==> src/rtl/mux_arb_pkg.sv <==
// Shared definitions for the 4-channel round-robin mux arbiter.
//   NUM_CH / SEL_W : channel count and select width
//   state_e        : arbiter FSM state encoding
//   CH_A..CH_D     : channel codes, equal to the mux select value {s1,s2}
//   ch_onehot()    : channel code to one-hot request/grant mask
package mux_arb_pkg;

    localparam int unsigned NUM_CH = 4;
    localparam int unsigned SEL_W  = 2;

    typedef enum logic {
        IDLE  = 1'b0,
        GRANT = 1'b1
    } state_e;

    localparam logic [SEL_W-1:0] CH_A = 2'd0;
    localparam logic [SEL_W-1:0] CH_B = 2'd1;
    localparam logic [SEL_W-1:0] CH_C = 2'd2;
    localparam logic [SEL_W-1:0] CH_D = 2'd3;

    function automatic logic [NUM_CH-1:0] ch_onehot(input logic [SEL_W-1:0] ch);
        return NUM_CH'(1) << ch;
    endfunction

endpackage

==> src/rtl/mux4_rr_arbiter_if.sv <==
// Request/grant and output-handshake bundle of the mux arbiter.
//   req        : channel requests, bit0=a .. bit3=d
//   out_ready  : consumer accepts the current mux output
//   s1, s2     : mux select, {s1,s2} = granted channel code
//   gnt        : one-hot grant, zero when idle
//   out_valid  : mux output carries a granted channel's data
//   burst_last : current transfer ends the burst
// master = arbiter side, slave = requesters/consumer side.
interface mux4_rr_arbiter_if;
    import mux_arb_pkg::*;

    logic [NUM_CH-1:0] req;
    logic              out_ready;
    logic              s1;
    logic              s2;
    logic [NUM_CH-1:0] gnt;
    logic              out_valid;
    logic              burst_last;

    modport master (
        input  req, out_ready,
        output s1, s2, gnt, out_valid, burst_last
    );

    modport slave (
        output req, out_ready,
        input  s1, s2, gnt, out_valid, burst_last
    );

endinterface

==> src/rtl/rr_pick4.sv <==
// Rotating-priority picker: returns the first set req bit searching from ptr
// upward with wrap 3->0.
//   req : candidate requests
//   ptr : highest-priority channel
//   idx : winning channel (0 when none)
//   any : at least one request set
module rr_pick4
    import mux_arb_pkg::*;
(
    input  logic [NUM_CH-1:0] req,
    input  logic [SEL_W-1:0]  ptr,
    output logic [SEL_W-1:0]  idx,
    output logic              any
);

    always_comb begin
        idx = '0;
        any = 1'b0;
        for (int i = 0; i < NUM_CH; i++) begin
            logic [SEL_W-1:0] c;
            // 2-bit add wraps naturally
            c = ptr + SEL_W'(i);
            if (!any && req[c]) begin
                idx = c;
                any = 1'b1;
            end
        end
    end

endmodule

==> src/rtl/mux4_rr_arbiter.sv <==
// Round-robin arbiter driving the select lines of a 4:1 data mux.
// Holds a grant across the valid/ready handshake, limits each grant to
// MAX_BURST accepted transfers and hands off back-to-back when others wait.
//   clk   : clock, rising edge
//   rst_n : synchronous active-low reset
//   bus   : request/grant/handshake bundle (master side)
module mux4_rr_arbiter
    import mux_arb_pkg::*;
#(
    parameter int unsigned MAX_BURST = 4
) (
    input logic               clk,
    input logic               rst_n,
    mux4_rr_arbiter_if.master bus
);

    localparam logic [4:0] BurstLim = 5'(MAX_BURST);

    state_e            state_q, state_d;
    logic [SEL_W-1:0]  ptr_q, ptr_d;
    logic [SEL_W-1:0]  cur_q, cur_d;
    logic [3:0]        bcnt_q, bcnt_d;
    logic [NUM_CH-1:0] gnt_q, gnt_d;
    logic [SEL_W-1:0]  sel_q, sel_d;
    logic              valid_q, valid_d;

    logic [SEL_W-1:0]  pick_idx, hand_idx;
    logic              pick_any, hand_any;
    logic [4:0]        bcnt_inc;
    logic              xfer;
    logic              burst_more;

    // Initial pick from IDLE uses the stored pointer.
    rr_pick4 u_pick_init (
        .req (bus.req),
        .ptr (ptr_q),
        .idx (pick_idx),
        .any (pick_any)
    );

    // Hand-off pick excludes the current owner and starts after it.
    rr_pick4 u_pick_hand (
        .req (bus.req & ~ch_onehot(cur_q)),
        .ptr (cur_q + 2'd1),
        .idx (hand_idx),
        .any (hand_any)
    );

    assign bcnt_inc   = {1'b0, bcnt_q} + 5'd1;
    assign xfer       = valid_q && bus.out_ready;
    assign burst_more = bus.req[cur_q] && (bcnt_inc < BurstLim);

    always_comb begin
        state_d = state_q;
        ptr_d   = ptr_q;
        cur_d   = cur_q;
        bcnt_d  = bcnt_q;
        gnt_d   = gnt_q;
        sel_d   = sel_q;
        valid_d = valid_q;
        unique case (state_q)
            IDLE: begin
                if (pick_any) begin
                    state_d = GRANT;
                    cur_d   = pick_idx;
                    sel_d   = pick_idx;
                    gnt_d   = ch_onehot(pick_idx);
                    valid_d = 1'b1;
                    bcnt_d  = '0;
                end
            end
            GRANT: begin
                if (xfer) begin
                    if (burst_more) begin
                        bcnt_d = bcnt_q + 4'd1;
                    end else begin
                        ptr_d = cur_q + 2'd1;
                        if (hand_any) begin
                            cur_d  = hand_idx;
                            sel_d  = hand_idx;
                            gnt_d  = ch_onehot(hand_idx);
                            bcnt_d = '0;
                        end else if (bus.req[cur_q]) begin
                            // Sole requester: fresh burst, selects untouched.
                            bcnt_d = '0;
                        end else begin
                            // Selects keep their last value while idle.
                            state_d = IDLE;
                            gnt_d   = '0;
                            valid_d = 1'b0;
                        end
                    end
                end
            end
            default: state_d = IDLE;
        endcase
    end

    always_ff @(posedge clk) begin
        if (!rst_n) begin
            state_q <= IDLE;
            ptr_q   <= CH_A;
            cur_q   <= CH_A;
            bcnt_q  <= '0;
            gnt_q   <= '0;
            sel_q   <= CH_A;
            valid_q <= 1'b0;
        end else begin
            state_q <= state_d;
            ptr_q   <= ptr_d;
            cur_q   <= cur_d;
            bcnt_q  <= bcnt_d;
            gnt_q   <= gnt_d;
            sel_q   <= sel_d;
            valid_q <= valid_d;
        end
    end

    assign bus.gnt        = gnt_q;
    assign bus.s1         = sel_q[1];
    assign bus.s2         = sel_q[0];
    assign bus.out_valid  = valid_q;
    assign bus.burst_last = (state_q == GRANT) &&
                            ((bcnt_inc == BurstLim) || !bus.req[cur_q]);

endmodule

==> src/flat_wrapper.sv <==
// flat-port wrapper written by rule: the top's interface ports become plain ports
module mux4_rr_arbiter_flat import mux_arb_pkg::*;
#(
    parameter int unsigned MAX_BURST = 4
)
  (clk, rst_n, bus_req, bus_out_ready, bus_s1, bus_s2, bus_gnt, bus_out_valid, bus_burst_last);
  mux4_rr_arbiter_if bus_i ();
  input logic clk;
  input logic rst_n;
  input wire logic [$bits(bus_i.req)-1:0] bus_req;
  input wire logic [$bits(bus_i.out_ready)-1:0] bus_out_ready;
  output wire logic [$bits(bus_i.s1)-1:0] bus_s1;
  output wire logic [$bits(bus_i.s2)-1:0] bus_s2;
  output wire logic [$bits(bus_i.gnt)-1:0] bus_gnt;
  output wire logic [$bits(bus_i.out_valid)-1:0] bus_out_valid;
  output wire logic [$bits(bus_i.burst_last)-1:0] bus_burst_last;
  assign bus_i.req = bus_req;
  assign bus_i.out_ready = bus_out_ready;
  assign bus_s1 = bus_i.s1;
  assign bus_s2 = bus_i.s2;
  assign bus_gnt = bus_i.gnt;
  assign bus_out_valid = bus_i.out_valid;
  assign bus_burst_last = bus_i.burst_last;
  mux4_rr_arbiter #(.MAX_BURST(MAX_BURST)) u_core (.clk(clk), .rst_n(rst_n), .bus(bus_i));
endmodule
==> config.mk <==
export PLATFORM = sky130hd
export DESIGN_NAME = mux4_rr_arbiter_flat
export DESIGN_NICKNAME = d
export VERILOG_FILES = /design/src/rtl/mux_arb_pkg.sv /design/src/rtl/mux4_rr_arbiter_if.sv /design/src/rtl/rr_pick4.sv /design/src/rtl/mux4_rr_arbiter.sv /design/src/flat_wrapper.sv
export SDC_FILE = /design/constraint.sdc
export NUM_CORES = 1
export LEC_CHECK = 0
export CORE_UTILIZATION = 45
export DETAILED_ROUTE_END_ITERATION = 12
export PLACE_DENSITY_LB_ADDON = 0.2
export SLEW_MARGIN = 20
export SYNTH_ARGS = -nofsm -noshare
export SYNTH_HDL_FRONTEND = slang
export SYNTH_SLANG_ARGS = --single-unit
==> constraint.sdc <==
create_clock -name clk -period 2.29 [get_ports clk]
set_clock_uncertainty 0.05 [all_clocks]
set_input_delay 0.458 -clock clk [delete_from_list [all_inputs] [get_ports clk]]
set_output_delay 0.458 -clock clk [all_outputs]
set_load 0.02 [all_outputs]
Word level (Yosys, flattened, before mapping)

Cells that the tools add are included.

Latch bits: 0
Memories: 0
Bits in writable memories: 0
Register bits after elaboration: 14
ROM bits: 0
Input port bits: 7

Divide/modulo/power cells: 0
Bitwise operators: 4
Order comparisons: 10
Mux-type cells: 63
Reductions and logical operators: 22
Eq/ne operators: 9
Multipliers: 0
Shift-type cells: 3
$add $sub $neg: 9

Operators by type and width:

| kind                                               | count |
|---|---|
| 2-to-1 mux 4 bit                                   | 10 |
| < comparator 2 x 3 -> 1 bit, second input constant | 9 |
| 2-to-1 mux 1 bit                                   | 27 |
| 2-to-1 mux 2 bit                                   | 12 |
| binary-select mux 1 bit (select 2 bit)             | 9 |
| case mux 4 bit (2 select lines)                    | 2 |
| left shift 1 x 2 -> 4 bit, first input constant    | 3 |
| inequality test 2 bit, second input constant       | 5 |
| logical AND 1 bit                                  | 9 |
| adder 2 bit, second input constant                 | 4 |
| AND reduction 4 bit                                | 2 |
| logical NOT 1 bit                                  | 7 |
| adder 2 x 1 -> 2 bit, second input constant        | 3 |
| AND reduction 3 bit                                | 2 |
| adder 4 x 1 -> 5 bit, second input constant        | 1 |
| == test 5 x 3 -> 1 bit, second input constant      | 1 |
| < comparator 5 x 3 -> 1 bit, second input constant | 1 |
| AND reduction 5 bit                                | 1 |
| adder 4 x 1 -> 4 bit, second input constant        | 1 |
| AND 4 bit                                          | 1 |
| inequality test 4 bit, second input constant       | 1 |
| NOT 4 bit                                          | 1 |
| case mux 1 bit (2 select lines)                    | 2 |
| case mux 2 bit (2 select lines)                    | 1 |
| other kinds (4)                                    | 5 |

Longest topological paths before layout

Depth in word-level cells: 20
Gate-level depth with buffers: 8

Cells and area by module

A second synthesis with hierarchy kept.

Cell total of the unflattened synthesis: 126
Area total of the unflattened synthesis: 1014.7 µm²

By module, submodules not included:

| module          | times used | area each (µm²) | cells an instance |
|---|---|---|---|
| mux4_rr_arbiter | 1          | 859.6           | 96 |
| rr_pick4        | 2          | 77.6            | 15 |

Worst setup path before layout

Ideal clock, no wire load.

Path kind: register to register
Start: register u_core.cur_q[0]
End: register u_core.gnt_q[2], in the netlist u_core.bus.gnt[2]
Setup time: 0.059 ns
Cell stages (with the launch flop): 8
Path buffers: 0
Slack: 0.055 ns
Data arrival time: 2.126 ns
Required time: 2.181 ns
Clock period less this slack: 2.235 ns
Cells stage by stage: dfxtp_1 -> inv_1 -> ha_1 -> or3b_1 -> a21oi_1 -> o2111a_1 -> and3_1 -> a221o_1

Elaborated cells on any way between the ends: 40

RTL lines:

| what                                                          | RTL line               | source |
|---|---|---|
| start: declaration                                            | mux4_rr_arbiter.sv:21  | `logic [SEL_W-1:0] cur_q, cur_d;` |
| start signal: assignment                                      | mux4_rr_arbiter.sv:111 | `cur_q <= cur_d;` |
| adder 2 x 1 -> 2 bit *                                        | mux4_rr_arbiter.sv:44  | `.ptr (cur_q + 2'd1),` |
| named net u_core.u_pick_hand.ptr[0]                           | rr_pick4.sv:11         | `input logic [SEL_W-1:0] ptr,` |
| branches (longest 17 deep; another with adder 2 x 1 -> 2 bit) | -                      |  |
| end signal: assignment                                        | mux4_rr_arbiter.sv:113 | `gnt_q <= gnt_d;` |
| end: declaration                                              | mux4_rr_arbiter.sv:23  | `logic [NUM_CH-1:0] gnt_q, gnt_d;` |

Mark *: on every way through the listed nets, which the timed path passes. The select of a mux whose other input is x is not followed.
A chain may end at the register's enable or synchronous reset.

Worst setup path in the final report

Start: input bus_req[3]
End: output bus_burst_last

Longest elaborated chain between the ends: 5

RTL lines:

| what                                   | RTL line               | source |
|---|---|---|
| start: declaration                     | flat_wrapper.sv:10     | `input wire logic [$bits(bus_i.req)-1:0] bus_req;` |
| binary-select mux 1 bit (select 2 bit) | mux4_rr_arbiter.sv:124 | `((bcnt_inc == BurstLim) \|\| !bus.req[cur_q]);` |
| 2-to-1 mux 1 bit (not written as such) | mux4_rr_arbiter.sv:124 |  |
| logical NOT 1 bit                      | mux4_rr_arbiter.sv:124 |  |
| logical OR 1 bit                       | mux4_rr_arbiter.sv:124 |  |
| logical AND 1 bit                      | mux4_rr_arbiter.sv:123 | `assign bus.burst_last = (state_q == GRANT) &&` |
| end: declaration                       | flat_wrapper.sv:16     | `output wire logic [$bits(bus_i.burst_last)-1:0] bus_burst_last;` |

No other way between the ends. The select of a mux whose other input is x is not followed.

==> flow_summary.json <==
{
  "fmax_ghz": 0.448,
  "p_sw_uw": 243,
  "p_sw_share_pct": 32.5,
  "layout.cells.non_filler": 202,
  "chipWidth_um": 51.5,
  "setup_viol": 0,
  "portBuffers": 14,
  "synth_cells": 129,
  "numCtsBuffers": 3,
  "start_kind": "input pin",
  "initial_core_util_pct": 48.8,
  "synth_top_cell_area_share_pct": 25.5,
  "dp_hpwl_um": 2290,
  "vdd_drop_max_uv": 258,
  "mostFrequentLayoutCells": "buf_4, clkdlybuf4s50_1, dfxtp_1",
  "core_area_um2": 2250,
  "crit-reg2reg-launch": "u_core.bcnt_q[0]",
  "gp_congestion": 0.827,
  "cts_max_path_buffers": 2,
  "grt_use_met3_pct": 2.08,
  "place_inst": 198,
  "yosysTopAreaCell": "dfxtp_1",
  "worst_pin_slew_ns": 0.356,
  "fin_setup_tns_ns": 0,
  "wl_um": 2940,
  "synthTopCellsByArea": "dfxtp_1, ha_1, a21oi_1",
  "cp_slowest_stage_delay_ns": 0.51,
  "grt_max_degree": 10,
  "drtIter0Drc": 25,
  "postSynthAreaPerCell_um2": 8.54,
  "cp.required_ns": 1.78,
  "diodes": 0,
  "wl_per_cell_um": 14.5,
  "first_global_vias": 1164,
  "path_cells": "clkdlybuf4s50_1 -> mux4_2 -> a21oi_1 -> buf_2",
  "rsz0062_at_grt": "false",
  "htree_levels": 1,
  "synth-edff-count": 0,
  "grt_util_met1_pct": 30.6,
  "syn-cell-area_um2": 1100,
  "ys_seq_area_share_pct": 25.5,
  "drive_gt1_share_pct": 27.6,
  "vias": 1196,
  "grtUsageMet2_pct": 45.2,
  "maxSlewViolCount": 0,
  "grt_usage_pct": 24.7,
  "dieArea_um2": 2650,
  "power_frac_comb_pct": 39.9,
  "status": "completed",
  "cp_top_family": "buffers and inverters",
  "p_clk_share_pct": 24.2,
  "crit_start": "bus_req[3]",
  "cts_tree": "yes",
  "clk_latency_ns": 0.28,
  "utilization_pct": 68.6,
  "ant_nets": 0,
  "path_clk_slew_ns": 0.09,
  "antenna_found_initial": 0,
  "cts_sinks": 14,
  "min_from": "u_core.bus.gnt[0]",
  "internal_power_uw": 506,
  "die_y_um": 51.5,
  "ioPinCount": 15,
  "crit_type": "input pin to primary output",
  "synth-seq-cells": 14,
  "finalHoldViolCount": 0,
  "end_kind": "primary output",
  "cap_violations": 0,
  "area_growth_pct": 40.5,
  "gr-total-overflow": 0,
  "async_flop_share_pct": 0,
  "final.min_clock_period_ns": 2.23,
  "grt_pass1_wl_um": 5060,
  "hold_class": "flip-flop to flip-flop",
  "synth.distinct_cells": 49,
  "rows": 17,
  "crit_buf_inv": 2,
  "top_usage_layer": "met2",
  "finalCritPeriodShare_pct": 97.6,
  "p_leak_nw": 0.638,
  "power_density_nw_per_um2": 485,
  "drt-pass1-iter-count": 4,
  "drc": 0,
  "dominantRegCellSynth": "dfxtp_1",
  "crit_arrival_ns": 1.73,
  "worst_path_max_delay_cell": "mux4_2",
  "routed_via_density": 5.92,
  "cts_hold_buf": 0,
  "mappedNetlistNets": 142,
  "ctsRootBufferMaster": "clkbuf_4",
  "layout_commonest_cell": "buf_4",
  "synth_warnings": 0,
  "cp_max_fo": 2,
  "seq_power_share_pct": 35.9,
  "relSlewSlack_pct": 75.9,
  "hold_slack_ns": 0.420,
  "final_nets": 188
}
==> logic make-up (layout without fill, tap and decap cells) <==
kind of cell,Yosys count,count (layout),synth area share [%]
simple gates,48,48,26.7
mux,5,5,5.68
buf+inv,10,55,4.09
xor+xnor,1,1,0.796
compound gates,45,45,30.5
fa+ha+maj,6,6,6.82
flops,14,14,25.5
==> flip-flops by register name (all words and copies together), names as in the netlist <==
name	flops
u_core.bcnt_q	4
u_core.bus.gnt	4
u_core.cur_q	2
u_core.ptr_q	2
u_core.bus.out_valid	1
u_core.state_q	1
==> power by group through the flow <==
stage                     combinational [mW]  sequential, mW  clock [mW]
after global routing                   0.323           0.271       0.187
after global placement                 0.279           0.274           0
after floorplan                        0.134           0.291           0
final                                  0.299           0.269       0.181
after CTS                              0.286           0.269       0.181
after detailed placement               0.285           0.274           0
==> worst register-to-register path: stages, from the launching register on <==
cell and delay [ns]:
dfxtp_1 0.42, ha_1 0.23, a21boi_0 0.31, a21oi_1 0.13
o211a_4 0.24, or3_4 0.37, a221o_1 0.32
==> per-stage QoR <==
stage	setup slack, ns	area [um2]	power, mW
3_3_place_gp	-0.366	1480	0.552
6_report	0.0555	1550	0.749
2_1_floorplan	0.0546	1100	0.425
4_1_cts	0.0588	1510	0.736
3_5_place_dp	-0.386	1480	0.560
5_1_grt	0.00489	1550	0.782
==> worst paths after layout <==
check / endpoint / slack, ns / depth (start not counted)
setup reg to reg: u_core.bus.gnt[2] / 0.12 / 6
hold reg to reg: u_core.bus.gnt[0] / 0.42 / 2
setup / recovery: bus_burst_last / 0.06 / 4
hold / removal: u_core.bus.gnt[0] / 0.42 / 2
==> routing by layer <==
metal  up-vias  part of all wire (%)
li1        588                     -
met1       583                    45
met2        21                    51
met3         4                   2.7
met4         0                  0.92
met5         -                     0
==> area by class of cell <==
type | count | area, um2
multi-input cells | 105 | 807
fillers | 197 | 708
repair buffers | 44 | 360
flip-flops and latches | 14 | 282
clock buffers | 4 | 36.3
well taps | 28 | 35.0
inverters | 7 | 26.3
==> repair_timing <==
item / CTS / global route
setup buffers: 0 / 0
setup endpoints to repair: 1 / 5
resized for setup: 4 / 5
endpoints found under the hold margin: 0 / 0
==> synthesized netlist by cell type (2+ instances only) <==
| library cell | number |
|---|---|
| and3_1 | 5 |
| dfxtp_1 | 14 |
| nor4_1 | 2 |
| o41ai_1 | 2 |
| mux2i_1 | 4 |
| o21a_1 | 2 |
| a21oi_1 | 12 |
| nor2b_1 | 2 |
| nand3_1 | 5 |
| a22oi_1 | 2 |
| nand2_1 | 5 |
| a211oi_1 | 5 |
| nand2b_1 | 4 |
| ha_1 | 6 |
| a21o_1 | 2 |
| nor3b_1 | 3 |
| inv_1 | 7 |
| clkbuf_1 | 2 |
| o21ai_0 | 3 |
| o31ai_1 | 2 |
| or4b_1 | 2 |
| nor2_1 | 11 |
(Power assumes the default switching activity.)
